## config.mk

```make
export PLATFORM = sky130hd
export DESIGN_NAME = display_word_hex
export DESIGN_NICKNAME = d
export VERILOG_FILES = /design/src/rtl/display_word_hex.sv
export SDC_FILE = /design/constraint.sdc
export NUM_CORES = 1
export LEC_CHECK = 0
export ABC_AREA = 1
export BUFFER_PORTS_ARGS = -buffer_cell sky130_fd_sc_hd__buf_4
export CORE_ASPECT_RATIO = 1.2
export CORE_MARGIN = 2
export CORE_UTILIZATION = 51
export CTS_CLUSTER_DIAMETER = 200
export DETAILED_ROUTE_END_ITERATION = 8
export PLACE_DENSITY_LB_ADDON = 0.05
export SYNTH_ARGS = -nofsm -noshare
export SYNTH_HDL_FRONTEND = slang
export SYNTH_SLANG_ARGS = --single-unit
```

## constraint.sdc

```tcl
create_clock -name clock -period 1.4 [get_ports clock]
set_input_delay 0.14 -clock clock [delete_from_list [all_inputs] [get_ports clock]]
set_output_delay 0.14 -clock clock [all_outputs]
set_load 0.05 [all_outputs]
```

## src/rtl/display_word_hex.sv

```systemverilog
// -----------------------------------------------------------------------------
// display_word_hex
//
// Sequencer sitting directly upstream of display_hex. It latches a word of
// NIBBLES hex digits and hands it to display_hex one nibble at a time, most
// significant first. Each nibble gets one start/done handshake. A single
// word_done pulse marks the end of the whole word.
//
// Optional feature (compile-time macro): DISPLAY_WORD_ZSUPP_EN
//   When defined, leading zero nibbles are suppressed. The first digit shown
//   is the most significant non-zero nibble. An all-zero word shows one '0'.
//   When undefined, all NIBBLES digits are always shown.
//
// Parameters
//   NIBBLES              number of hex digits (1..8); word width is 4*NIBBLES
//
// Ports
//   clock                system clock, all state on the rising edge
//   reset_n              asynchronous active-low reset
//   word_in              word to display, sampled only when a start is accepted
//   word_start           request, accepted only while idle
//   lcd_initDone         LCD controller ready; gates every digit issue
//   display_hex_done     one-cycle pulse from display_hex: character written
//   display_hex_data_in  nibble presented to display_hex
//   display_hex_start    one-cycle request to display_hex
//   word_busy            high whenever a word is in progress
//   word_done            one-cycle pulse when the last digit has completed
// -----------------------------------------------------------------------------
module display_word_hex #(
  parameter int NIBBLES = 4
) (
  input  logic                   clock,
  input  logic                   reset_n,
  input  logic [4*NIBBLES-1:0]   word_in,
  input  logic                   word_start,
  input  logic                   lcd_initDone,
  input  logic                   display_hex_done,
  output logic [3:0]             display_hex_data_in,
  output logic                   display_hex_start,
  output logic                   word_busy,
  output logic                   word_done
);

  localparam int IDX_W = (NIBBLES > 1) ? $clog2(NIBBLES) : 1;

  typedef enum logic [1:0] {
    IDLE   = 2'd0,
    ISSUE  = 2'd1,
    WAIT   = 2'd2,
    FINISH = 2'd3
  } state_t;

  state_t                 state;
  logic [4*NIBBLES-1:0]   word_q;
  logic [IDX_W-1:0]       idx;
  logic [IDX_W-1:0]       start_idx;

  // Nibble view of the latched word so the current digit is a plain index.
  logic [3:0] nib [NIBBLES];

  for (genvar gi = 0; gi < NIBBLES; gi++) begin : g_nib
    assign nib[gi] = word_q[4*gi +: 4];
  end

`ifdef DISPLAY_WORD_ZSUPP_EN
  // Priority encoder: index of the most significant non-zero nibble of the
  // incoming word. An all-zero word yields 0 so a single '0' is shown.
  logic [NIBBLES-1:0] nz;

  for (genvar gi = 0; gi < NIBBLES; gi++) begin : g_nz
    assign nz[gi] = |word_in[4*gi +: 4];
  end

  always_comb begin
    start_idx = '0;
    for (int i = 0; i < NIBBLES; i++) begin
      if (nz[i]) start_idx = IDX_W'(i);
    end
  end
`else
  assign start_idx = IDX_W'(NIBBLES - 1);
`endif

  always_ff @(posedge clock or negedge reset_n) begin
    if (!reset_n) begin
      state  <= IDLE;
      idx    <= '0;
      word_q <= '0;
    end else begin
      case (state)
        IDLE: begin
          if (word_start) begin
            word_q <= word_in;
            idx    <= start_idx;
            state  <= ISSUE;
          end
        end
        ISSUE: begin
          if (lcd_initDone) state <= WAIT;
        end
        WAIT: begin
          if (display_hex_done) begin
            if (idx == '0) begin
              state <= FINISH;
            end else begin
              idx   <= idx - IDX_W'(1);
              state <= ISSUE;
            end
          end
        end
        FINISH: begin
          state <= IDLE;
        end
        default: state <= IDLE;
      endcase
    end
  end

  // display_hex decodes its data combinationally for the whole write, so the
  // nibble is held from ISSUE through WAIT and forced to 0 otherwise.
  assign display_hex_data_in = (state == ISSUE || state == WAIT) ? nib[idx] : 4'h0;

  // The request is the ISSUE state qualified by LCD readiness: while the LCD
  // is not initialised the sequencer sits in ISSUE with start held low.
  assign display_hex_start = (state == ISSUE) && lcd_initDone;
  assign word_busy         = (state != IDLE);
  assign word_done         = (state == FINISH);

endmodule
```

==> run summary, run 1 <==
Overall via count from detail_route: 1,014
CTS root buffer: sky130_fd_sc_hd__clkbuf_4
Site row count: 18
Post-synthesis share of cell area spent on xor and xnor gates: 0
Compound-cell area share of the yosys netlist: 0.103
Max-slew violation total from the final report: 0
Area growth syn-to-layout: 36.9%
Leading cell type in the layout, fill and taps excluded: sky130_fd_sc_hd__nand2_1
Total count of hold-check failures in the final report: 0
Biggest cell delay along the critical path: 0.40 ns
Htree depth: 1
Critical register-to-register path endpoint: idx[0]
CTS Sinks: 20
Die width: 45.9 um
Number of optimization iterations in the first detailed-route pass: 4
Flip-flop and latch count after synthesis: 20
Crit path launch: state[1]
Top post-synthesis cells by area: sky130_fd_sc_hd__dfrtp_1 47%, sky130_fd_sc_hd__nand2_1 12%, sky130_fd_sc_hd__a21oi_1 9.3%
Clock insertion delay at the later pin of the skew report: 0.30 ns
Commonest non-fill, non-tap cells in the layout: 29 x sky130_fd_sc_hd__nand2_1, 25 x sky130_fd_sc_hd__buf_4, 24 x sky130_fd_sc_hd__inv_1
Type of the worst setup path: reg -> out
Final setup violation count: 5
Failing checks: negative setup slack
Area of all placed cells without fillers: 1470 um2
RePlAce Congestion: 0.821
Number of buffers created by CTS: 3
Post-synthesis cell count: 143
Yosys top cell by area: sky130_fd_sc_hd__dfrtp_1
Post-detailed-route count of antenna-violating nets: 0
Placed cell area: 1310 um2
Core region area: 2030 um2
Chip Height: 54.3 um
Global-route wire length before repair: 3910 um
Fin Hold WS: 0.0741 ns
Sequential element share of the synthesized area: 0.466
Diode count: 0
Vias in the first global route: 926
Final critical-path required period: 1.54 ns
Required time at the worst-slack endpoint: 1.26 ns
Adder and majority cell fraction of the synthesized area: 0.0583
Worst Reg2Reg Path Length in Cells: 8
Total negative setup slack: -0.558 ns
TritonCTS clock tree: yes
Simple-gate area share of the yosys netlist: 0.242
Ratio of final minimum period to clock period: 1.10
Share of post-route cells with drive strength above 1: 0.339
Max_cap viols: 0
GR Overflow Total: 0
Count of different cell masters after synthesis: 14
Final routed wirelength across all metal layers: 2490 um
Number of nets in the synthesized netlist: 169
Mapped cell area: 1070 um2
Final clock skew: 0.00348 ns
Critical Path Source Type: flop
Share of Yosys cell area claimed by the top area cell type: 0.466
Slew margin rel.: 0.822
HP Class: in -> reg
Crit path capture type: primary output
Outcome: finished, violations left
Post-layout worst setup margin: -0.142 ns
Total half-perimeter wirelength after legalization and detailed placement: 1680 um
Detailed router's first-iteration violation count: 19
Quantity of I/O buffers inserted on ports: 27
Mean post-synth cell area: 7.51 um2
Mux cell area share after synthesis: 0
Maximum operating frequency: 0.648 GHz
Largest fanout on the critical path: 4
Effective utilization at floorplan: 0.530
Worst ir drop on vdd: 1730 uV
Arrival time of data at the critical path endpoint: 1.40 ns
Clock-pin transition on the worst setup and hold timing paths: 0.11 ns
Dominant combinational cell family by area after synthesis: simple AND/OR/NAND/NOR gates
Reg2Reg Launch Point: state[1]
Routed via count divided by cell count: 5.15
GRT Overall Usage: 0.221
DR DRC count: 0
Top-level port count: 28
Timing endpoint of the critical path: display_hex_data_in[2]
Least-Margin Pin Slew: 0.267 ns
RSZ-0062 raised after global routing: yes
Number of antenna violations at the first check in global routing: 0
Final nets: 205
Synthesis warning total: 0
Slowest-stage cell, CP: sky130_fd_sc_hd__dfrtp_1
Total Die Area: 2490 um2
Worst reg2reg setup slack: 0.11 ns
WL/cell: 12.6 um
Pin count of the biggest net entering global routing: 33
Cells along the critical path: inv_2, ha_4, inv_4, a21oi_2, buf_6
Number of buffers on the longest clock path: 2
Power density cells: 2630 nW/um2
Static leakage: 0.814 nW
==> per-stage QoR <==
stage / cells / power [mW] / worst slack, ns / utilization
after floorplan: 143 / 2.50 / -0.277 / -
after global placement: 190 / 3.03 / 0.120 / 0.646
after detailed placement: 190 / 3.09 / 0.0502 / 0.646
after CTS: 197 / 3.74 / -0.123 / 0.711
after global routing: 197 / 4.16 / -0.188 / 0.725
final: 197 / 3.87 / -0.142 / 0.725
==> flip-flops by register name, indices dropped and copies added, names as in the netlist <==
register	cells
word_q	16
idx	2
state	2
==> critical path: cells and delay by family, from the launching register on <==
kind / cells / cell delay, ns
AOI/OAI and AO/OA: 1 / 0.13
adders and majority gates: 1 / 0.28
buffers and inverters: 3 / 0.31
DFF: 1 / 0.40
==> report_power, final <==
| part | switching (mW) | internal [mW] |
|---|---|---|
| Combinational | 1.64 | 0.995 |
| Sequential | 0.108 | 0.852 |
| Clock | 0.179 | 0.100 |
==> worst min-delay path by stage <==
stage,cells past startpoint,to,start
2_1_floorplan,0,idx[0],reset_n
3_3_place_gp,1,word_q[8],reset_n
3_5_place_dp,1,word_q[8],reset_n
4_1_cts,3,word_q[5],word_in[5]
5_1_grt,3,word_q[9],word_in[9]
6_report,3,word_q[5],word_in[5]
==> cells in the mapped netlist <==
| cell type | n |
|---|---|
| sky130_fd_sc_hd__buf_4 | 1 |
| sky130_fd_sc_hd__nor2_2 | 1 |
| sky130_fd_sc_hd__nand2_2 | 1 |
| sky130_fd_sc_hd__dfrtp_1 | 20 |
| sky130_fd_sc_hd__ha_1 | 5 |
| sky130_fd_sc_hd__nor2_1 | 17 |
| sky130_fd_sc_hd__buf_2 | 1 |
| sky130_fd_sc_hd__a21oi_1 | 20 |
| sky130_fd_sc_hd__o21ai_0 | 2 |
| sky130_fd_sc_hd__buf_6 | 2 |
| sky130_fd_sc_hd__nand2_1 | 33 |
| sky130_fd_sc_hd__nand3_1 | 12 |
| sky130_fd_sc_hd__inv_2 | 2 |
| sky130_fd_sc_hd__inv_1 | 26 |
==> timing repair <==
action	4_1_cts	5_1_grt
gates resized for setup	20	9
pin swaps	7	1
endpoints found under the setup margin	6	8
hold buffers	1	0
setup buffers	3	0
gates cloned	0	0
hold endpoints to repair	20	0
==> cell families after synthesis <==
| logic type | Yosys count |
|---|---|
| buffers and inverters | 32 |
| AOI/OAI and AO/OA | 22 |
| DFF | 20 |
| adders and majority gates | 5 |
| and+or+nand+nor | 64 |
==> cell type report <==
cell class                      instances  area [um2]
Clock buffer                            3        22.5
Inverter                               28         108
Fill cell                             161         557
Timing Repair Buffer                   35         308
Tap cell                               20        25.0
Sequential cell                        20         502
Multi-Input combinational cell         91         505
==> layer usage <==
metal | up-vias | wire, um | global-route usage
met3 | 5 | 96 | 0.0297
met4 | 0 | 41 | 0.0857
met5 | - | 0 | 0
met1 | 471 | 1030 | 0.259
li1 | 505 | - | -
met2 | 33 | 1330 | 0.398
Power figures use the tool's default switching activity.
==> run 2: changes to the inputs <==
CELL_PAD_IN_SITES_DETAIL_PLACEMENT = 1   (was unset)
CELL_PAD_IN_SITES_GLOBAL_PLACEMENT = 1   (was unset)
CORE_UTILIZATION = 36   (was 51)
==> run 2 against run 1 <==
Net effect:
- the flow still finishes with violations (negative setup slack)
- final area grew 10%
- sequential power is 1% higher
- flip-flop and latch count unchanged
- power grew 13%
- setup slack about the same
- count of clock-buffer cells in the layout rose by 1
- sequential share of layout area fell by 3.2 points
- hold slack improved by 0.0030 ns
- largest cell class unchanged
- highest routed layer unchanged
==> run summary, run 2 (same netlist as run 1, synthesis figures left out) <==
Outcome: finished, violations left
Failing checks: negative setup slack
TritonCTS clock tree: yes
Share of post-route cells with drive strength above 1: 0.411 (+0.0721)
Commonest non-fill, non-tap cells in the layout: 26 x sky130_fd_sc_hd__buf_4, 25 x sky130_fd_sc_hd__nand2_1, 21 x sky130_fd_sc_hd__inv_1
Site row count: 21 (+3)
Critical register-to-register path endpoint: idx[1]
Static leakage: 0.856 nW (+5.1%)
Slew margin rel.: 0.818 (-0.00429)
Final nets: 207 (+0.98%)
Slowest-stage cell, CP: sky130_fd_sc_hd__dfrtp_1
Critical path depth: 5 (unchanged)
Crit path capture type: primary output
Worst ir drop on vdd: 1740 uV (+0.25%)
Detailed router's first-iteration violation count: 11 (-8)
Clock insertion delay at the later pin of the skew report: 0.31 ns (about the same)
Critical Path Source Type: flop
Diode count: 0 (unchanged)
Effective utilization at floorplan: 0.382 (-0.148)
GRT Overall Usage: 0.204 (-0.0171)
Arrival time of data at the critical path endpoint: 1.40 ns (about the same)
Most flops, register: word_q
Htree depth: 1 (unchanged)
Global-route wire length before repair: 5140 um (+32%)
Number of buffers on the longest clock path: 2 (unchanged)
Die width: 53.9 um (+17%)
Number of buffers created by CTS: 3 (unchanged)
Required time at the worst-slack endpoint: 1.26 ns (about the same)
Worst hold path cell count: 3 (unchanged)
Clock-pin transition on the worst setup and hold timing paths: 0.12 ns (about the same)
Final setup violation count: 5 (unchanged)
Post-detailed-route count of antenna-violating nets: 0 (unchanged)
Worst Reg2Reg Path Length in Cells: 8 (unchanged)
WP buf/inv: 3 (unchanged)
Total half-perimeter wirelength after legalization and detailed placement: 2070 um (+23%)
Worst reg2reg setup slack: 0.04 ns (-0.07 ns)
Routed via count divided by cell count: 4.97 (-3.5%)
GR Overflow Total: 0 (unchanged)
Number of antenna violations at the first check in global routing: 0 (unchanged)
Max_cap viols: 0 (unchanged)
Max-slew violation total from the final report: 0 (unchanged)
Vias in the first global route: 1,137 (+23%)
Area growth syn-to-layout: 50.9%
Registers with the highest flip-flop counts: word_q: 16 flops, idx: 2 flops, state: 2 flops
Largest fanout on the critical path: 4 (unchanged)
Type of the worst setup path: reg -> out
Ratio of final minimum period to clock period: 1.10 (about the same)
Total Die Area: 3440 um2 (+38%)
Capture endpoint of the worst hold path: word_q[15]
Leading cell type in the layout, fill and taps excluded: sky130_fd_sc_hd__buf_4
Max FFs per register: 16 (unchanged)
DR DRC count: 0 (unchanged)
Placed cell area: 1330 um2 (+1.9%)
Post-Layout Cell Count: 214 (+8.6%)
Power density cells: 2700 nW/um2 (+2.7%)
Final routed wirelength across all metal layers: 3150 um (+26%)
Number of optimization iterations in the first detailed-route pass: 4 (unchanged)
Area of all placed cells without fillers: 1620 um2 (+10%)
Cells along the critical path: inv_2, ha_4, inv_6, a21oi_4, buf_6
Hold wc startpoint: word_in[15]
Top-level port count: 28 (unchanged)
Final critical-path required period: 1.54 ns (-0.000149 ns)
Biggest cell delay along the critical path: 0.39 ns (about the same)
RePlAce Congestion: 0.831 (+1.2%)
Overall via count from detail_route: 1,063 (+4.8%)
Total count of hold-check failures in the final report: 0 (unchanged)
Final clock skew: 0.00545 ns (+0.00197 ns)
Number of placed instances, taps included: 205 (+7.9%)
Maximum operating frequency: 0.648 GHz (about the same)
Pin count of the biggest net entering global routing: 33 (unchanged)
CTS root buffer: sky130_fd_sc_hd__clkbuf_4
Top delay family on crit path: flip-flops
Least-Margin Pin Slew: 0.273 ns (+0.00644 ns)
Chip Height: 63.8 um (+18%)
Reg2Reg Launch Point: state[1]
HP Class: in -> reg
CTS Sinks: 20 (unchanged)
Post-layout worst setup margin: -0.142 ns (+0.000149 ns)
WL/cell: 14.7 um (+16%)
Core region area: 2810 um2 (+39%)
RSZ-0062 raised after global routing: yes
Quantity of I/O buffers inserted on ports: 27 (unchanged)
Post-Place Worst Slack: 0.0224 ns (-0.0278 ns)
-- run 2: cell types whose count changed in the layout (fill, tap and decap cells not counted), sizes merged --
cell,delta
buf,+2
clkbuf,+1
-- run 2: cell type report --
class                   count  area [um2]
well taps                  34        42.5
repair buffers             37         334
flip-flops and latches     20         502
multi-input cells          91         593
clock buffers               4        36.3
inverters                  28         113
fillers                   340        1190
-- run 2: worst min-delay path: cells and delay by family --
kind	cells	cell delay, ns
buf+inv	1	0.08
simple gates	1	0.03
compound gates	1	0.10
-- run 2: how the worst max path moves through the flow --
stage                         from                endpoint  slack (ns)
after floorplan           state[0]  display_hex_data_in[0]       -0.28
after global placement    state[1]  display_hex_data_in[3]        0.10
after detailed placement  state[1]                  idx[0]        0.02
after CTS                 state[1]  display_hex_data_in[3]       -0.12
after global routing        idx[0]  display_hex_data_in[1]       -0.20
final                     state[1]  display_hex_data_in[2]       -0.14
-- run 2: timing repair --
item,in CTS,in global routing
gates resized for setup,19,34
gates cloned,0,0
hold endpoints to repair,20,0
hold buffers,1,0
setup buffers,3,2
endpoints found under the setup margin,8,9
pin swaps,5,16
-- run 2: metrics by stage --
step                      utilization  hold slack [ns]  TNS [ns]  total power, mW
final                           0.576           0.0771    -0.607             4.38
after global routing            0.576           0.0755    -0.926             4.68
after CTS                       0.526           0.0708    -0.543             3.90
after detailed placement        0.474           0.0428         0             3.18
after global placement          0.474           0.0362         0             3.08
after floorplan                     -           -0.156     -1.11             2.50
-- run 2: layer usage --
layer | GRT usage | vias up | share of wire | wire length (um)
met5 | 0 | - | 0 | 0
met4 | 0.0865 | 0 | 0.023 | 72
met3 | 0.0210 | 7 | 0.031 | 96
met2 | 0.355 | 23 | 0.57 | 1800
met1 | 0.243 | 524 | 0.37 | 1180
li1 | - | 509 | - | -
-- run 2: power by group --
group | internal, mW | switching [mW] | leakage (nW)
registers | 0.853 | 0.121 | 0.219
clock network | 0.159 | 0.185 | 0.0210
logic | 1.16 | 1.90 | 0.616
total | 2.17 | 2.21 | 0.856
